--- config.mk ---
export PLATFORM = sky130hd
export DESIGN_NAME = job_control_initiator
export DESIGN_NICKNAME = d
export VERILOG_FILES = /design/src/rtl/job_control_initiator.sv
export SDC_FILE = /design/constraint.sdc
export NUM_CORES = 1
export LEC_CHECK = 0
export ABC_AREA = 1
export BUFFER_PORTS_ARGS = -buffer_cell sky130_fd_sc_hd__buf_2
export CORE_MARGIN = 1.5
export CORE_UTILIZATION = 48
export DETAILED_ROUTE_END_ITERATION = 12
export PLACE_DENSITY_LB_ADDON = 0.1
export SETUP_SLACK_MARGIN = 0.1
export SKIP_CTS_REPAIR_TIMING = 1
export SYNTH_ARGS = -nofsm -noshare
export SYNTH_HDL_FRONTEND = slang
export SYNTH_SLANG_ARGS = --single-unit
--- constraint.sdc ---
create_clock -name clock -period 2.1 [get_ports clock]
set_clock_uncertainty 0.1 [all_clocks]
set_input_delay 0.315 -clock clock [delete_from_list [all_inputs] [get_ports clock]]
set_output_delay 0.315 -clock clock [all_outputs]
set_load 0.005 [all_outputs]
--- src/rtl/job_control_initiator.sv ---
// job_control_initiator: PSL-side sequencer for the CAPI job control interface.
// Issues registered one-cycle RESET/START commands with odd parity and tracks the
// AFU's done/running/error responses.
// Optional feature: define JOB_TIMEOUT_EN to bound the wait for ah_jdone after RESET
// to RESET_TIMEOUT cycles; otherwise the wait is unbounded and timeout stays 0.
module job_control_initiator #(
  parameter int unsigned RESET_TIMEOUT = 1024,
  parameter logic [7:0]  CMD_RESET     = 8'h80,
  parameter logic [7:0]  CMD_START     = 8'h90
) (
  input  logic        clock,
  input  logic        reset,
  input  logic        req_reset,
  input  logic        req_start,
  input  logic [63:0] req_wed,
  output logic        ha_jval,
  output logic [7:0]  ha_jcom,
  output logic        ha_jcompar,
  output logic [63:0] ha_jea,
  output logic        ha_jeapar,
  input  logic        ah_jdone,
  input  logic        ah_jrunning,
  input  logic [63:0] ah_jerror,
  output logic        ready,
  output logic        busy,
  output logic        job_done,
  output logic [63:0] job_error,
  output logic        proto_error,
  output logic        timeout
);

  typedef enum logic [2:0] {
    StIdle,
    StRstIssue,
    StRstWait,
    StReady,
    StStartIssue,
    StRunning
  } state_e;

  state_e      state_q, state_d;
  logic        jval_q, jval_d;
  logic [7:0]  jcom_q, jcom_d;
  logic [63:0] jea_q, jea_d;
  logic        job_done_q, job_done_d;
  logic [63:0] job_error_q, job_error_d;
  logic        proto_error_q, proto_error_d;
  logic        timeout_q, timeout_d;
  logic        wait_expired;

  // A zero timeout would make the terminal count unreachable.
  if (RESET_TIMEOUT == 0) begin : g_bad_timeout
    $error("RESET_TIMEOUT must be nonzero");
  end

`ifdef JOB_TIMEOUT_EN
  localparam int unsigned CntW = $clog2(RESET_TIMEOUT) + 1;

  logic [CntW-1:0] cnt_q, cnt_d;

  // Counts cycles spent in RST_WAIT; held at zero elsewhere so it is clear on entry.
  always_comb begin
    cnt_d = '0;
    if (state_q == StRstWait) begin
      cnt_d = cnt_q + CntW'(1);
    end
  end

  // Wait-counter register.
  always_ff @(posedge clock) begin
    if (reset) begin
      cnt_q <= '0;
    end else begin
      cnt_q <= cnt_d;
    end
  end

  assign wait_expired = (cnt_q == CntW'(RESET_TIMEOUT - 1));
`else
  assign wait_expired = 1'b0;
`endif

  // Next-state, command generation and status flag updates.
  always_comb begin
    state_d       = state_q;
    jval_d        = 1'b0;
    jcom_d        = '0;
    jea_d         = '0;
    job_done_d    = 1'b0;
    job_error_d   = job_error_q;
    proto_error_d = proto_error_q;
    timeout_d     = timeout_q;

    unique case (state_q)
      StIdle: begin
        if (req_reset) state_d = StRstIssue;
      end
      StRstIssue: begin
        state_d = StRstWait;
      end
      StRstWait: begin
        // ah_jdone on the terminal-count cycle still completes the reset.
        if (ah_jdone) begin
          state_d = StReady;
        end else if (wait_expired) begin
          state_d   = StIdle;
          timeout_d = 1'b1;
        end
      end
      StReady: begin
        if (req_reset) begin
          state_d = StRstIssue;
        end else if (req_start) begin
          state_d = StStartIssue;
          jea_d   = req_wed;
        end
      end
      StStartIssue: begin
        state_d     = StRunning;
        job_error_d = '0;
      end
      StRunning: begin
        // An abort abandons the job, so a coincident ah_jdone is not reported.
        if (req_reset) begin
          state_d = StRstIssue;
        end else if (ah_jdone) begin
          state_d     = StIdle;
          job_done_d  = 1'b1;
          job_error_d = ah_jerror;
        end
      end
      default: state_d = StIdle;
    endcase

    // Commands are registered: ha_jval is high for the whole issue-state cycle.
    if (state_d == StRstIssue) begin
      jval_d = 1'b1;
      jcom_d = CMD_RESET;
    end else if (state_d == StStartIssue) begin
      jval_d = 1'b1;
      jcom_d = CMD_START;
    end

    if (ah_jdone && (state_q inside {StIdle, StReady, StRstIssue, StStartIssue})) begin
      proto_error_d = 1'b1;
    end
    // The cycle after START_ISSUE is always RUNNING, so it is already exempt here.
    if (ah_jrunning && (state_q != StRunning)) begin
      proto_error_d = 1'b1;
    end
  end

  // State and output registers with synchronous reset.
  always_ff @(posedge clock) begin
    if (reset) begin
      state_q       <= StIdle;
      jval_q        <= 1'b0;
      jcom_q        <= '0;
      jea_q         <= '0;
      job_done_q    <= 1'b0;
      job_error_q   <= '0;
      proto_error_q <= 1'b0;
      timeout_q     <= 1'b0;
    end else begin
      state_q       <= state_d;
      jval_q        <= jval_d;
      jcom_q        <= jcom_d;
      jea_q         <= jea_d;
      job_done_q    <= job_done_d;
      job_error_q   <= job_error_d;
      proto_error_q <= proto_error_d;
      timeout_q     <= timeout_d;
    end
  end

  assign ha_jval     = jval_q;
  assign ha_jcom     = jcom_q;
  assign ha_jea      = jea_q;
  // Parity gated so the whole command bus is zero between commands.
  assign ha_jcompar  = jval_q & ~^jcom_q;
  assign ha_jeapar   = jval_q & ~^jea_q;
  assign ready       = (state_q == StReady);
  assign busy        = (state_q != StIdle) && (state_q != StReady);
  assign job_done    = job_done_q;
  assign job_error   = job_error_q;
  assign proto_error = proto_error_q;
  assign timeout     = timeout_q;

endmodule

==> impl_metrics.ini, run 1 <==
[floorplanning]
start_util_pct = 49.42
design.core.area_um2 = 12670
die_w_um = 117.2
io_pins = 278
rows = 41
die_h_um = 117.2
die_area_um2 = 13740

[routing]
drtIter0Drc = 258
antenna_left = 0
drc_errors = 0
drt-wirelength-per-cell_um = 11.44
num_vias = 6487
vias_per_cell = 4.575
drtPass1Iterations = 4
drt-total-wl_um = 16230

[timing]
worst_slack_ps = -184.5
rsz0062_at_grt = yes
period_needed_ps = 2285
hold_viol_final = 0
tns_ps = -184.5
setup_viol = 1
drv_slew = 0
period_share_pct = 108.8
max_freq_mhz = 437.7

[synth]
syn-instance-count = 969
yosys_warnings = 0
yosysTopAreaCell = dfxtp_1
ys_ff_latch = 135
synth.top_cells.by_area = dfxtp_1 (43%), nand2_1 (25%), inv_1 (8.2%)
syn_area_um2 = 6262
synth_cell_types = 28
netlist.area_leader.share_pct = 43.16
ys_seq_area_share_pct = 43.16
syn_avg_cell_area_um2 = 6.463

[worst_setup_path]
end_kind = output pin
critPathLaunchType = flop
worstPathMaxFanout = 4
crit_arrival_ps = 1870
required_ps = 1680
worstSetupPathType = reg2out

[clock_tree]
cts_root_buf = clkbuf_16
clk_pin_slew_ps = 60
cts_tree = built
numCtsBuffers = 17
htree_num_levels = 4
clock_path_buffers = 2
clock_latency_ps = 410
cts.sinks = 135

[power]
power_per_cell_area_nw_per_um2 = 684.1
vdd_drop_max_mv = 0.5245
p_leak_nw = 4.634

[global_route]
grt_pass1_vias = 5720
antenna_found_initial = 1
grt_pass1_wl_um = 24880
grtUsageTotal_pct = 22.96
grt-ovfl-total = 0
grt_start_max_net_pins = 44

[cells_and_area]
area_growth_pct = 37.10
nets = 1368
drive_above_1_share_pct = 37.11
fillers = 1184
post-route-util_pct = 67.76

[placed_design]
dpl.hpwl_um = 11710
gp_congestion = 0.8110
port-buffer-count = 270

[worst_hold_path]
hold_path_class = in2reg

[run_status]
violations = setup timing
status = finished, violations left

[run]
cap_viol_max_count = 0
-- cell type report --
type,instances,area (µm²),share of cell area [%]
well taps,172,215.2,2.507
diodes,1,2.502,0.02915
multi-input cells,654,2980,34.71
clock buffers,23,498.0,5.800
repair buffers,282,1484,17.28
flip-flops and latches,135,2774,32.31
inverters,143,536.8,6.252
clock inverters,8,95.09,1.108
-- layout by cell type (no fill, tap or decap), drive strengths merged --
cell and count:
nor2 78, conb 7, xor2 4, diode 1
a211oi 1, nand2 409, dlygate4sd3 2, a21oi 65
nand3 73, inv 142, o211ai 1, o21ai 3
bufinv 2, dfxtp 135, nor3 3, xnor2 5
o21bai 1, clkinv 5, nor4 1, a32o 2
ha 1, clkinvlp 2, clkbuf 23, buf 280
-- flip-flops by register name, summed over array words and instances, names as in the netlist --
| register | flops |
|---|---|
| ha_jea | 64 |
| job_error | 64 |
| state_q | 3 |
| ha_jcom | 1 |
| ha_jval | 1 |
| job_done | 1 |
| proto_error | 1 |
-- critical path, stage by stage, from the launching register on --
cell,delay [ps]
dfxtp_2,330
inv_1,70
nand2_1,70
nand2_1,110
nand2_1,70
nand2_1,80
inv_1,40
nand2_1,50
nand2_1,60
nand2_1,80
nand2_2,70
nand2_1,50
nand2_1,50
nand2_1,50
nand2_1,50
nor2_2,100
buf_2,120
-- final timing paths --
kind / from / to / slack, ps / cells after the start
worst max-delay path: ha_jea[38]$_SDFF_PP0_ / ha_jeapar / -180 / 16
worst max register to register: state_q[0]$_SDFF_PP0_ / ha_jea[21]$_SDFF_PP0_ / 300 / 10
worst min register to register: job_error[17]$_SDFFE_PP0P_ / job_error[17]$_SDFFE_PP0P_ / 360 / 2
worst min-delay path: req_wed[36] / ha_jea[36]$_SDFF_PP0_ / 3 / 3
-- logic make-up (layout without fill, tap and decap cells) --
logic type | count (synthesis) | after routing | synth area share (%)
buf+inv | 186 | 456 | 12.43
xor+xnor | 9 | 9 | 1.259
flops | 135 | 135 | 43.16
simple gates | 564 | 564 | 36.72
fa+ha+maj | 1 | 1 | 0.1998
compound gates | 73 | 73 | 6.174
other cells | 1 | 8 | 0.05988
-- metrics by stage --
stage               worst slack, ps  total power, W  cells  hold slack [ps]  cell area (µm²)
finish                       -184.5        0.005874   1418            2.589             8586
CTS                          -240.0        0.005913   1415           -14.52             8339
global placement              239.6        0.002948   1384            339.0             7746
floorplan                     488.0        0.002790    975            292.9             6285
detailed placement            230.1        0.002950   1384            352.4             7746
global route                 -369.0        0.006070   1418           0.3150             8586
-- where the power goes --
part           switching (W)  internal, W
logic               0.000164     0.000150
clock network        0.00108      0.00189
registers          0.0000168      0.00257
total                0.00126      0.00461
-- per-layer routing --
metal  track usage (%)  share of wire (%)  vias up
met5                 0                  0        -
met4             8.032                2.0        0
met3             7.930                7.9       27
met2             40.39                 49      194
met1             25.85                 41     2841
li1                  -                  -     3425
-- cells in the mapped netlist --
| library cell | number |
|---|---|
| a211oi_1 | 1 |
| a21oi_1 | 65 |
| a32o_1 | 2 |
| buf_2 | 10 |
| buf_4 | 8 |
| buf_6 | 5 |
| clkbuf_1 | 20 |
| clkinv_1 | 1 |
| conb_1 | 1 |
| dfxtp_1 | 135 |
| ha_1 | 1 |
| inv_1 | 137 |
| inv_2 | 5 |
| nand2_1 | 409 |
| nand3_1 | 72 |
| nand3_2 | 1 |
| nor2_1 | 48 |
| nor2_2 | 29 |
| nor2_4 | 1 |
| nor3_1 | 3 |
| nor4_1 | 1 |
| o211ai_1 | 1 |
| o21ai_0 | 1 |
| o21ai_1 | 1 |
| o21ai_2 | 1 |
| o21bai_1 | 1 |
| xnor2_1 | 5 |
| xor2_1 | 4 |
Power figures use the tool's default switching activity.
==> run 2: changes to the inputs <==
- CELL_PAD_IN_SITES_DETAIL_PLACEMENT: not set -> 0
- CELL_PAD_IN_SITES_GLOBAL_PLACEMENT: not set -> 1
- CORE_UTILIZATION: 48 -> 32
==> impl_metrics.ini, run 2 (synthesis gave the netlist of run 1 again) <==
[floorplanning]
die_w_um = 142.9
io_pins = 278
die_area_um2 = 20420
rows = 50
design.core.area_um2 = 18960
die_h_um = 142.9
start_util_pct = 33.04

[placed_design]
port-buffer-count = 270
dpl.hpwl_um = 12540
gp_congestion = 0.7284
placed_cells = 1469

[power]
pwr-share-comb_pct = 5.4
vdd_drop_max_mv = 0.5197
switching_share_pct = 23.20
intPower_w = 0.004592
seq_power_share_pct = 43.3
power_per_cell_area_nw_per_um2 = 683.5
p_sw_w = 0.001387
p_clk_share_pct = 51.3
p_leak_nw = 4.655

[timing]
max_freq_mhz = 429.3
rsz0062_at_grt = yes
relSlewSlack_pct = 63.67
drv_slew = 0
hold_viol_final = 2
worst_pin_slew_ps = 544.9
worst_slack_ps = -229.5
period_share_pct = 110.9
hold-worst-slack_ps = -2.295
period_needed_ps = 2330
setup_viol = 1

[run_status]
status = finished, violations left
violations = hold timing, setup timing

[clock_tree]
cts.sinks = 135
htree_num_levels = 4
clock_latency_ps = 410
cts_tree = built
clk_pin_slew_ps = 60
numCtsBuffers = 17
clock_path_buffers = 2
cts_root_buf = clkbuf_16

[cells_and_area]
antenna_cells = 0
final_cell_mix = nand2_1 (368), buf_2 (270), inv_1 (133)
drive_above_1_share_pct = 35.82
final_common_cell = nand2_1
fin_cells = 1508
area_growth_pct = 39.68
nets = 1371
post-route-util_pct = 46.15

[worst_setup_path]
end_kind = output pin
worstPathMaxFanout = 3
worstSetupPathType = reg2out
critPathLaunchType = flop
required_ps = 1680
r2r_slack_ps = 310
crit_arrival_ps = 1910

[routing]
drtIter0Drc = 215
vias_per_cell = 4.243
drt-total-wl_um = 17340
drt-wirelength-per-cell_um = 11.50
drc_errors = 0
num_vias = 6398
drtPass1Iterations = 4
antenna_left = 0

[run]
cap_viol_max_count = 0

[global_route]
grt-ovfl-total = 0
grtUsageTotal_pct = 17.02
grt_start_max_net_pins = 69
antenna_found_initial = 1
grt_pass1_vias = 5855
grt_pass1_wl_um = 27460

[worst_hold_path]
hold_path_class = in2reg
==> run 2: power by group through the flow <==
stage | sequential (W) | combinational (W) | clock (W)
global placement | 0.00265 | 0.000310 | 0
finish | 0.00259 | 0.000326 | 0.00307
floorplan | 0.00264 | 0.000148 | 0
CTS | 0.00259 | 0.000312 | 0.00316
detailed placement | 0.00265 | 0.000310 | 0
global route | 0.00259 | 0.000372 | 0.00326
==> run 2: area by class of cell <==
type                            instances  area, µm²
Fill cell                            2020      10210
Multi-Input combinational cell        654       2978
Sequential cell                       135       2769
Timing Repair Buffer                  285       1538
Inverter                              143      536.8
Clock buffer                           20      466.7
Tap cell                              260      325.3
Clock inverter                         11      133.9
==> run 2: routing by layer <==
metal	GRT usage, %	vias up	part of all wire [%]
met5	0	-	0.069
met4	6.186	2	1.5
met3	6.606	22	7.6
met2	27.93	169	47
met1	20.15	2774	43
li1	-	3431	-
==> run 2: worst max-delay path: stages, from the launching register on <==
cell     delay, ps
dfxtp_1        420
xor2_2         200
nand2_1        100
nand3_1        110
nand2_2         70
nand2_2         60
nand2_2         70
nand2_1         70
nand2_1         50
nand2_1         60
nand2_1         50
nor2_1         120
buf_2          140
==> run 2: worst paths after layout <==
kind,start,endpoint,cells past startpoint
max,ha_jea[32]$_SDFF_PP0_,ha_jeapar,12
min,req_wed[23],ha_jea[23]$_SDFF_PP0_,3
max reg2reg,state_q[0]$_SDFF_PP0_,job_error[18]$_SDFFE_PP0P_,7
min reg2reg,job_error[23]$_SDFFE_PP0P_,job_error[23]$_SDFFE_PP0P_,2
==> run 2: per-stage QoR <==
stage	setup WS, ps	hold WS, ps	power [W]	area, µm²	TNS (ps)
after floorplan	488.0	292.9	0.002790	6285	0
after global placement	216.2	344.1	0.002957	7846	0
after detailed placement	171.0	352.8	0.002957	7846	0
after global routing	-406.5	0.8527	0.006222	8747	-406.5
after CTS	-289.3	-26.10	0.006065	8447	-289.3
final	-229.5	-2.295	0.005979	8747	-229.5
==> run 3: changes to the inputs <==
==> constraint.sdc (replaced) <==
create_clock -name clock -period 2.1 [get_ports clock]
set_clock_uncertainty 0.1 [all_clocks]
set_input_delay 0.525 -clock clock [delete_from_list [all_inputs] [get_ports clock]]
set_output_delay 0.525 -clock clock [all_outputs]
set_load 0.005 [all_outputs]
==> impl_metrics.ini, run 3 (synthesis gave the netlist of run 1 again) <==
[global_route]
grt_start_max_net_pins = 69
grtUsageTotal_pct = 16.68
grt_pass1_vias = 5807
grt-ovfl-total = 0
antenna_found_initial = 1
grt_pass1_wl_um = 26840

[routing]
vias_per_cell = 4.228
drt-total-wl_um = 17370
drtIter0Drc = 190
drt-wirelength-per-cell_um = 11.53
drtPass1Iterations = 5
num_vias = 6368
antenna_left = 0
drc_errors = 0

[worst_hold_path]
holdPathEnd = ha_jea[17]$_SDFF_PP0_
hold_path_class = in2reg
hp-start = req_wed[17]
hold_path_depth = 3

[clock_tree]
clk_pin_slew_ps = 60
clock_path_buffers = 2
clock_latency_ps = 410
cts.sinks = 135
cts_tree = built
htree_num_levels = 4
numCtsBuffers = 17
cts_root_buf = clkbuf_16

[timing]
rsz0062_at_grt = yes
worst_pin_slew_ps = 561.0
hold_viol_final = 0
max_freq_mhz = 399.3
tns_ps = -404.6
relSlewSlack_pct = 62.60
period_needed_ps = 2505
setup_viol = 1
drv_slew = 0
hold-worst-slack_ps = 205.9
worst_slack_ps = -404.6
period_share_pct = 119.3

[cells_and_area]
fillers = 2025
multiInputGateArea_um2 = 2950
nets = 1367
final_common_cell = nand2_1
area_growth_pct = 38.94
seq_area_um2 = 2761
drive_above_1_share_pct = 34.38
final_cell_mix = nand2_1 (386), buf_2 (270), inv_1 (131)

[run]
cap_viol_max_count = 0

[placed_design]
dpl.hpwl_um = 12800
port-buffer-count = 270
gp_congestion = 0.7252

[power]
p_leak_nw = 4.650
power_per_cell_area_nw_per_um2 = 709.3
vdd_drop_max_mv = 0.5081

[worst_setup_path]
worstPathMaxFanout = 3
rr_endpoint = ha_jea[27]$_SDFF_PP0_
rr_startpoint = state_q[2]$_SDFF_PP0_
critPathLaunchType = flop
required_ps = 1470
end_kind = output pin
worstSetupPathType = reg2out
r2r_slack_ps = 330
crit_arrival_ps = 1880
rr_worst_depth = 10

[floorplanning]
die_w_um = 142.9
design.core.area_um2 = 18960
io_pins = 278
die_h_um = 142.9
rows = 50
die_area_um2 = 20420
start_util_pct = 33.04

[run_status]
violations = setup timing
status = finished, violations left
==> run 3: cell types whose count changed in the layout (fill, tap and decap cells not counted), moves of 3 or more <==
cell           delta
buf_4             +5
clkbuf_8          -3
dfxtp_1          +10
dfxtp_2          -12
dlygate4sd3_1     -8
nand2_1          +18
nand2_2          -18
==> run 3: worst max path at each step <==
stage / from / endpoint / depth (start not counted)
after detailed placement: ha_jea[33]$_SDFF_PP0_ / ha_jeapar / 12
after global routing: ha_jea[38]$_SDFF_PP0_ / ha_jeapar / 15
final: ha_jea[34]$_SDFF_PP0_ / ha_jeapar / 12
after global placement: ha_jea[32]$_SDFF_PP0_ / ha_jeapar / 12
after CTS: ha_jea[33]$_SDFF_PP0_ / ha_jeapar / 12
after floorplan: ha_jea[32]$_SDFF_PP0_ / ha_jeapar / 11
==> run 3: worst max-delay path: stages, from the launching register on <==
cell and delay, ps:
dfxtp_1 430, xnor2_2 160, nand2_1 110, nand3_1 90, nand2_1 80, nand2_1 80, nand2_2 60, nand2_1 60
nand2_1 50, nand2_1 60, nand2_1 40, nor2_1 100, buf_2 130
==> run 3: report_power, final <==
group / leakage [nW] / internal [W] / total, W / switching [W]
clock: 0.310 / 0.00203 / 0.00327 / 0.00124
combinational: 3.23 / 0.000151 / 0.000316 / 0.000164
sequential: 1.11 / 0.00257 / 0.00259 / 0.0000168
==> run 3: area by class of cell <==
cell class	count	share of cell area, %
repair buffers	281	17.05
flip-flops and latches	135	31.74
inverters	143	6.169
multi-input cells	654	33.91
well taps	260	3.739
clock inverters	14	2.430
clock buffers	18	4.932
diodes	1	0.02876
==> run 3: per-stage QoR <==
stage / area, µm² / std cells / util [%] / worst slack, ps / total power (W)
after floorplan: 6285 / 975 / - / 278.0 / 0.002790
after global placement: 7869 / 1472 / 41.51 / 21.59 / 0.002956
after detailed placement: 7869 / 1472 / 41.51 / -20.65 / 0.002956
after CTS: 8509 / 1504 / 44.89 / -482.4 / 0.006280
after global routing: 8698 / 1505 / 45.89 / -637.9 / 0.006417
final: 8701 / 1506 / 45.90 / -404.6 / 0.006172
==> run 3: per-layer routing <==
layer	part of all wire, %	vias to the layer above	wire, µm	track usage (%)
met3	7.4	16	1280	6.472
met5	0	-	0	0
met4	1.2	0	205	6.077
met2	48	164	8418	28.41
met1	43	2760	7461	18.89
li1	-	3428	-	-
